--- src/rtl/regf_pkg.sv ---
// Shared register-file definitions: geometry, write record and the
// round-robin pointer encoding used by the write-port arbiter.
package regf_pkg;

  localparam int unsigned REGF_ADDR_W   = 3;
  localparam int unsigned REGF_DATA_W   = 8;
  localparam int unsigned REGF_NUM_REGS = 8;
  localparam logic [REGF_ADDR_W-1:0] REGF_ZERO_REG = '0;

  // One pending register write: destination and value.
  typedef struct packed {
    logic [REGF_ADDR_W-1:0] addr;
    logic [REGF_DATA_W-1:0] data;
  } regf_wr_t;

  // Which requester wins when both slots hold a write.
  typedef enum logic {
    RR_REQ0 = 1'b0,
    RR_REQ1 = 1'b1
  } regf_rr_e;

endpackage

--- src/rtl/regf_wr_arbiter_if.sv ---
// Writeback handshake bundle between the two requesters and the
// register-file write-port arbiter, plus the arbiter's file-side outputs.
interface regf_wr_arbiter_if #(
  parameter int unsigned DATA_W = 8,
  parameter int unsigned ADDR_W = 3
);

  logic              req0_valid;
  logic              req0_ready;
  logic [ADDR_W-1:0] req0_addr;
  logic [DATA_W-1:0] req0_data;

  logic              req1_valid;
  logic              req1_ready;
  logic [ADDR_W-1:0] req1_addr;
  logic [DATA_W-1:0] req1_data;

  logic                 rf_write;
  logic [ADDR_W-1:0]    rf_addr_d;
  logic [DATA_W-1:0]    rf_data_in;
  logic [2**ADDR_W-1:0] pending;

  // Requester / environment side.
  modport master (
    output req0_valid, req0_addr, req0_data,
    output req1_valid, req1_addr, req1_data,
    input  req0_ready, req1_ready,
    input  rf_write, rf_addr_d, rf_data_in, pending
  );

  // Arbiter side.
  modport slave (
    input  req0_valid, req0_addr, req0_data,
    input  req1_valid, req1_addr, req1_data,
    output req0_ready, req1_ready,
    output rf_write, rf_addr_d, rf_data_in, pending
  );

endinterface

--- src/rtl/regf_wr_slot.sv ---
// One-entry holding buffer for a single writeback requester.
module regf_wr_slot
  import regf_pkg::*;
(
  input  logic     clk,
  input  logic     rst,
  input  logic     load,
  input  logic     drain,
  input  regf_wr_t wr_in,
  output logic     full,
  output regf_wr_t wr_out
);

  logic     full_q;
  regf_wr_t entry_q;

  // Load and drain in the same cycle: the new entry replaces the drained one.
  always_ff @(posedge clk or posedge rst) begin
    if (rst) begin
      full_q  <= 1'b0;
      entry_q <= '0;
    end else if (load) begin
      full_q  <= 1'b1;
      entry_q <= wr_in;
    end else if (drain) begin
      full_q  <= 1'b0;
    end
  end

  assign full   = full_q;
  assign wr_out = entry_q;

endmodule

--- src/rtl/regf_wr_arbiter.sv ---
// Register-file write-port arbiter: two holding slots, round-robin grant,
// registered write stage and per-register pending mask.
module regf_wr_arbiter
  import regf_pkg::*;
#(
  parameter int unsigned DATA_W = REGF_DATA_W,
  parameter int unsigned ADDR_W = REGF_ADDR_W
) (
  input logic clk,
  input logic rst,
  regf_wr_arbiter_if.slave bus
);

  localparam int unsigned NREGS = 2**ADDR_W;

  regf_wr_t   in0, in1, slot0, slot1, out_q;
  logic       full0, full1;
  logic       grant0, grant1;
  logic       load0, load1;
  logic       rf_write_q;
  regf_rr_e   rr;
  logic [NREGS-1:0] pend;

  assign in0   = '{addr: bus.req0_addr, data: bus.req0_data};
  assign in1   = '{addr: bus.req1_addr, data: bus.req1_data};

  // Ready depends only on slot state and grant, never on valid.
  assign bus.req0_ready = !full0 || grant0;
  assign bus.req1_ready = !full1 || grant1;
  assign load0 = bus.req0_valid && bus.req0_ready;
  assign load1 = bus.req1_valid && bus.req1_ready;

  regf_wr_slot u_slot0 (
    .clk    (clk),
    .rst    (rst),
    .load   (load0),
    .drain  (grant0),
    .wr_in  (in0),
    .full   (full0),
    .wr_out (slot0)
  );

  regf_wr_slot u_slot1 (
    .clk    (clk),
    .rst    (rst),
    .load   (load1),
    .drain  (grant1),
    .wr_in  (in1),
    .full   (full1),
    .wr_out (slot1)
  );

  // Grant a lone full slot; break ties with the round-robin pointer.
  always_comb begin
    grant0 = 1'b0;
    grant1 = 1'b0;
    if (full0 && full1) begin
      if (rr == RR_REQ0) grant0 = 1'b1;
      else               grant1 = 1'b1;
    end else begin
      grant0 = full0;
      grant1 = full1;
    end
  end

  // Hand priority to the other requester after every grant.
  always_ff @(posedge clk or posedge rst) begin
    if (rst)         rr <= RR_REQ0;
    else if (grant0) rr <= RR_REQ1;
    else if (grant1) rr <= RR_REQ0;
  end

  // Output stage: load the granted entry; writes to r0 are consumed silently.
  always_ff @(posedge clk or posedge rst) begin
    if (rst) begin
      rf_write_q <= 1'b0;
      out_q      <= '0;
    end else if (grant0) begin
      rf_write_q <= (slot0.addr != REGF_ZERO_REG);
      out_q      <= slot0;
    end else if (grant1) begin
      rf_write_q <= (slot1.addr != REGF_ZERO_REG);
      out_q      <= slot1;
    end else begin
      rf_write_q <= 1'b0;
    end
  end

  // Pending mask from registered state only; r0 is never pending.
  always_comb begin
    pend = '0;
    for (int unsigned a = 1; a < NREGS; a++) begin
      pend[a] = (full0 && (slot0.addr == REGF_ADDR_W'(a))) ||
                (full1 && (slot1.addr == REGF_ADDR_W'(a))) ||
                (rf_write_q && (out_q.addr == REGF_ADDR_W'(a)));
    end
  end

  assign bus.rf_write   = rf_write_q;
  assign bus.rf_addr_d  = out_q.addr;
  assign bus.rf_data_in = out_q.data;
  assign bus.pending    = pend;

endmodule

--- src/flat_wrapper.sv ---
// flat-port wrapper written by rule: the top's interface ports become plain ports
module regf_wr_arbiter_flat import regf_pkg::*;
#(
  parameter int unsigned DATA_W = REGF_DATA_W,
  parameter int unsigned ADDR_W = REGF_ADDR_W
)
  (clk, rst, bus_req0_valid, bus_req0_addr, bus_req0_data, bus_req1_valid, bus_req1_addr, bus_req1_data, bus_req0_ready, bus_req1_ready, bus_rf_write, bus_rf_addr_d, bus_rf_data_in, bus_pending);
  regf_wr_arbiter_if #(.DATA_W(DATA_W), .ADDR_W(ADDR_W)) bus_i ();
  input logic clk;
  input logic rst;
  input wire logic [$bits(bus_i.req0_valid)-1:0] bus_req0_valid;
  input wire logic [$bits(bus_i.req0_addr)-1:0] bus_req0_addr;
  input wire logic [$bits(bus_i.req0_data)-1:0] bus_req0_data;
  input wire logic [$bits(bus_i.req1_valid)-1:0] bus_req1_valid;
  input wire logic [$bits(bus_i.req1_addr)-1:0] bus_req1_addr;
  input wire logic [$bits(bus_i.req1_data)-1:0] bus_req1_data;
  output wire logic [$bits(bus_i.req0_ready)-1:0] bus_req0_ready;
  output wire logic [$bits(bus_i.req1_ready)-1:0] bus_req1_ready;
  output wire logic [$bits(bus_i.rf_write)-1:0] bus_rf_write;
  output wire logic [$bits(bus_i.rf_addr_d)-1:0] bus_rf_addr_d;
  output wire logic [$bits(bus_i.rf_data_in)-1:0] bus_rf_data_in;
  output wire logic [$bits(bus_i.pending)-1:0] bus_pending;
  assign bus_i.req0_valid = bus_req0_valid;
  assign bus_i.req0_addr = bus_req0_addr;
  assign bus_i.req0_data = bus_req0_data;
  assign bus_i.req1_valid = bus_req1_valid;
  assign bus_i.req1_addr = bus_req1_addr;
  assign bus_i.req1_data = bus_req1_data;
  assign bus_req0_ready = bus_i.req0_ready;
  assign bus_req1_ready = bus_i.req1_ready;
  assign bus_rf_write = bus_i.rf_write;
  assign bus_rf_addr_d = bus_i.rf_addr_d;
  assign bus_rf_data_in = bus_i.rf_data_in;
  assign bus_pending = bus_i.pending;
  regf_wr_arbiter #(.DATA_W(DATA_W), .ADDR_W(ADDR_W)) u_core (.clk(clk), .rst(rst), .bus(bus_i));
endmodule
--- config.mk ---
export PLATFORM = sky130hd
export DESIGN_NAME = regf_wr_arbiter_flat
export DESIGN_NICKNAME = d
export VERILOG_FILES = /design/src/rtl/regf_pkg.sv /design/src/rtl/regf_wr_arbiter_if.sv /design/src/rtl/regf_wr_slot.sv /design/src/rtl/regf_wr_arbiter.sv /design/src/flat_wrapper.sv
export SDC_FILE = /design/constraint.sdc
export NUM_CORES = 1
export LEC_CHECK = 0
export ABC_AREA = 1
export CELL_PAD_IN_SITES_DETAIL_PLACEMENT = 1
export CELL_PAD_IN_SITES_GLOBAL_PLACEMENT = 2
export CORE_MARGIN = 4
export CORE_UTILIZATION = 33
export DETAILED_ROUTE_END_ITERATION = 7
export DONT_BUFFER_PORTS = 1
export HOLD_SLACK_MARGIN = 0.1
export PLACE_DENSITY = 0.76
export SYNTH_ARGS = -nofsm -noshare
export SYNTH_HDL_FRONTEND = slang
export SYNTH_HIERARCHICAL = 1
export SYNTH_SLANG_ARGS = --single-unit
--- constraint.sdc ---
create_clock -name clk -period 1.7 [get_ports clk]
set_input_delay 0.34 -clock clk [delete_from_list [all_inputs] [get_ports clk]]
set_output_delay 0.34 -clock clk [all_outputs]
set_load 0.05 [all_outputs]
==> impl_metrics.toml <==
[outcome]
status = "completed"

[worst_setup_path]
endpoint_kind = "output port"
timing_worst_setup_path_type = "register to output port"
arrival_ns = 1.28
cp_max_fo = 5
crit_required_ns = 1.36
worst_setup_path_start_kind = "register"

[final_layout]
n_fill_cell = 724
final_nets = 320
area_growth_pct = 20.5
final_area_sq_um = 2330
diodes = 0
drive_gt1_share_pct = 17.3

[drt]
drt_iter0_markers = 59
routed_wl_mm = 5.04
dr_total_vias = 1603
routedWlPerCell_um = 13.7
vias_per_cell = 4.37
firstDrtPassIters = 4
ant_nets = 0
drc = 0

[sta]
max_freq_ghz = 0.616
slew_viol_final = 0
setup_tns_ns = 0
slew_headroom_pct = 63.3
setup_viol = 0
period_minus_slack_ns = 1.62
worst_pin_slew_ns = 0.549
grt_setup_unrepaired = "true"
fin_crit_sh_pct = 95.5
hold_viol = 0
fin_skew_ns = 0.00579

[global_route]
grt_pass1_vias = 1660
met3_usage_pct = 3.73
use_met2_pct = 22.5
antenna_found_initial = 0
busiest_layer = "met2"
met1_usage_pct = 20.3
grt_pass1_wl_mm = 8.18
globalRouteOverflowTotal = 0
grt_max_degree = 14
grt_usage_pct = 14.6

[synth]
synth_fp_nets = 304
syn-cell-area_sq_um = 1940
ys_top_cells_by_area = "dfrtp_1, nand2_1, inv_1, buf_6, nand3_1"
synth_area_leader_cell = "dfrtp_1"
synth_top_area_share_pct = 47.8
avgSynthCellArea_sq_um = 6.97
ys_seq_elements = 37
netlist_instances = 278
ys_warn_count = 6
ys_seq_area_share_pct = 47.8
ys_types = 15

[clocking]
h-tree-depth = 2
cts-root-buf = "clkbuf_8"
clock_sinks = 37
numCtsBuffers = 5
clk_latency_ns = 0.29
clk_path_buf_depth = 2
clkSlewWorstSetupHoldPaths_ns = 0.08
cts_tree = "done"

[floorplan]
die_height_um = 84.6
die_w_um = 84.6
dieArea_sq_um = 7160
rows = 27
io_pins = 48
initial_core_util_pct = 34.5
fp.coreArea_sq_um = 5610

[placement]
place.gp.congestion = 0.737
placed_area_sq_um = 2130
dp_hpwl_mm = 3.86
io_buffers = 0

[power_and_ir_drop]
powerDensity_nw_per_um2 = 2480
pwr-share-seq_pct = 33.8
pwr-share-comb_pct = 53.0
internal_power_w = 0.00281
vdd_drop_max_mv = 1.04
clkPwrFrac_pct = 13.2
p_switching_w = 0.00298
leakagePower_nw = 1.35
switching_share_pct = 51.4

[run]
drv_cap = 0

[min_path]
hold_path_class = "input port to register"
-- layout by cell type, fill, tap and decap left out, drive strengths merged --
cell type | synthesis | final
buf | 11 | 19
bufinv | 0 | 1
clkbuf | 0 | 5
clkinv | 0 | 1
clkinvlp | 0 | 1
conb | 1 | 1
dfrtp | 37 | 37
dlygate4sd3 | 0 | 1
inv | 35 | 35
nand2 | 170 | 170
nand3 | 10 | 10
nor2 | 11 | 11
o21a | 1 | 1
o21ai | 2 | 2
-- metrics by stage --
stage                     hold slack [ns]  total power [W]  utilization [%]  setup WS [ns]  instances
after detailed placement            0.257          0.00489             38.0          0.159        354
after floorplan                     0.205          0.00397                -         0.0336        278
final                               0.165          0.00579             41.6         0.0766        367
after global routing                0.159          0.00629             41.6        -0.0264        367
after CTS                           0.157          0.00575             40.7         0.0143        366
after global placement              0.258          0.00484             38.0          0.189        354
-- critical path, cell delays in order (launching register included) --
cell     delay (ns)
dfrtp_2        0.41
inv_1          0.08
nor2_1         0.14
nand2_1        0.12
nand3_2        0.11
buf_12         0.14
-- final cells by class --
| class | count | area, sq um | area share [%] |
|---|---|---|---|
| Clock inverter | 3 | 46.3 | 1.98 |
| Tap cell | 72 | 90.1 | 3.86 |
| Sequential cell | 37 | 932 | 39.9 |
| Timing Repair Buffer | 20 | 240 | 10.3 |
| Multi-Input combinational cell | 195 | 825 | 35.3 |
| Inverter | 35 | 131 | 5.63 |
| Clock buffer | 5 | 68.8 | 2.95 |
-- timing repair --
item                                    CTS  global route
resized for setup                         3            13
setup buffers                             3             1
endpoints found under the hold margin    37             0
hold buffers                              1             0
endpoints found under the setup margin    8             8
-- sequential cells by signal, summed over array words and instances, names as in the netlist --
| name | count |
|---|---|
| u_core/u_slot1/wr_out | 11 |
| u_core/u_slot1/full | 1 |
| u_core/bus.rf_write | 1 |
| u_core/bus.rf_data_in | 8 |
| u_core/u_slot0/wr_out | 11 |
| u_core/rr | 1 |
| u_core/bus.rf_addr_d | 3 |
| u_core/u_slot0/full | 1 |
-- cells in the mapped netlist --
| cell type | number |
|---|---|
| nand2_2 | 5 |
| nand2_1 | 163 |
| o21a_1 | 1 |
| buf_4 | 5 |
| nor2_2 | 1 |
| nand2_4 | 2 |
| nor2_1 | 10 |
| buf_6 | 5 |
| dfrtp_1 | 37 |
| o21ai_0 | 2 |
| inv_1 | 33 |
| buf_2 | 1 |
| nand3_1 | 10 |
| conb_1 | 1 |
| inv_2 | 2 |
-- kinds of logic (layout without fill, tap and decap cells) --
kind of cell	count (synthesis)	after routing	synth area share [%]
AO/OA/AOI/OAI	3	3	0.905
buffers and inverters	46	63	11.9
flip-flops	37	37	47.8
other	1	1	0.194
AND/OR/NAND/NOR	191	191	39.2
-- power groups by stage --
stage	combinational (W)	clock, W	sequential (W)
2_1_floorplan	0.00195	0	0.00202
3_3_place_gp	0.00286	0	0.00197
3_5_place_dp	0.00291	0	0.00198
4_1_cts	0.00301	0.000788	0.00196
5_1_grt	0.00342	0.000837	0.00204
6_report	0.00307	0.000765	0.00196
-- final timing paths --
kind                                                       from                                   end  slack (ns)  cells after the start
min reg2reg                u_core/u_slot0/wr_out[4]$_DFFE_PP0P_  u_core/u_slot0/wr_out[4]$_DFFE_PP0P_        0.47                      2
min                                            bus_req1_data[2]  u_core/u_slot1/wr_out[2]$_DFFE_PP0P_        0.16                      2
min in group asynchronous                                   rst  u_core/u_slot0/wr_out[0]$_DFFE_PP0P_        0.56                      2
max reg2reg                     u_core/u_slot0/full$_DFFE_PP0P_  u_core/u_slot0/wr_out[9]$_DFFE_PP0P_        0.21                      7
max in group asynchronous                                   rst  u_core/bus.rf_data_in[5]$_DFFE_PP0P_        0.73                      2
max                        u_core/u_slot0/wr_out[9]$_DFFE_PP0P_                        bus_pending[2]        0.08                      5
-- metal layers --
metal	wire [um]	up-vias	part of all wire [%]
li1	-	835	-
met1	2510	732	50
met2	2280	34	45
met3	232	2	4.6
met4	23	0	0.46
met5	0	-	0
Power figures use the tool's default switching activity.
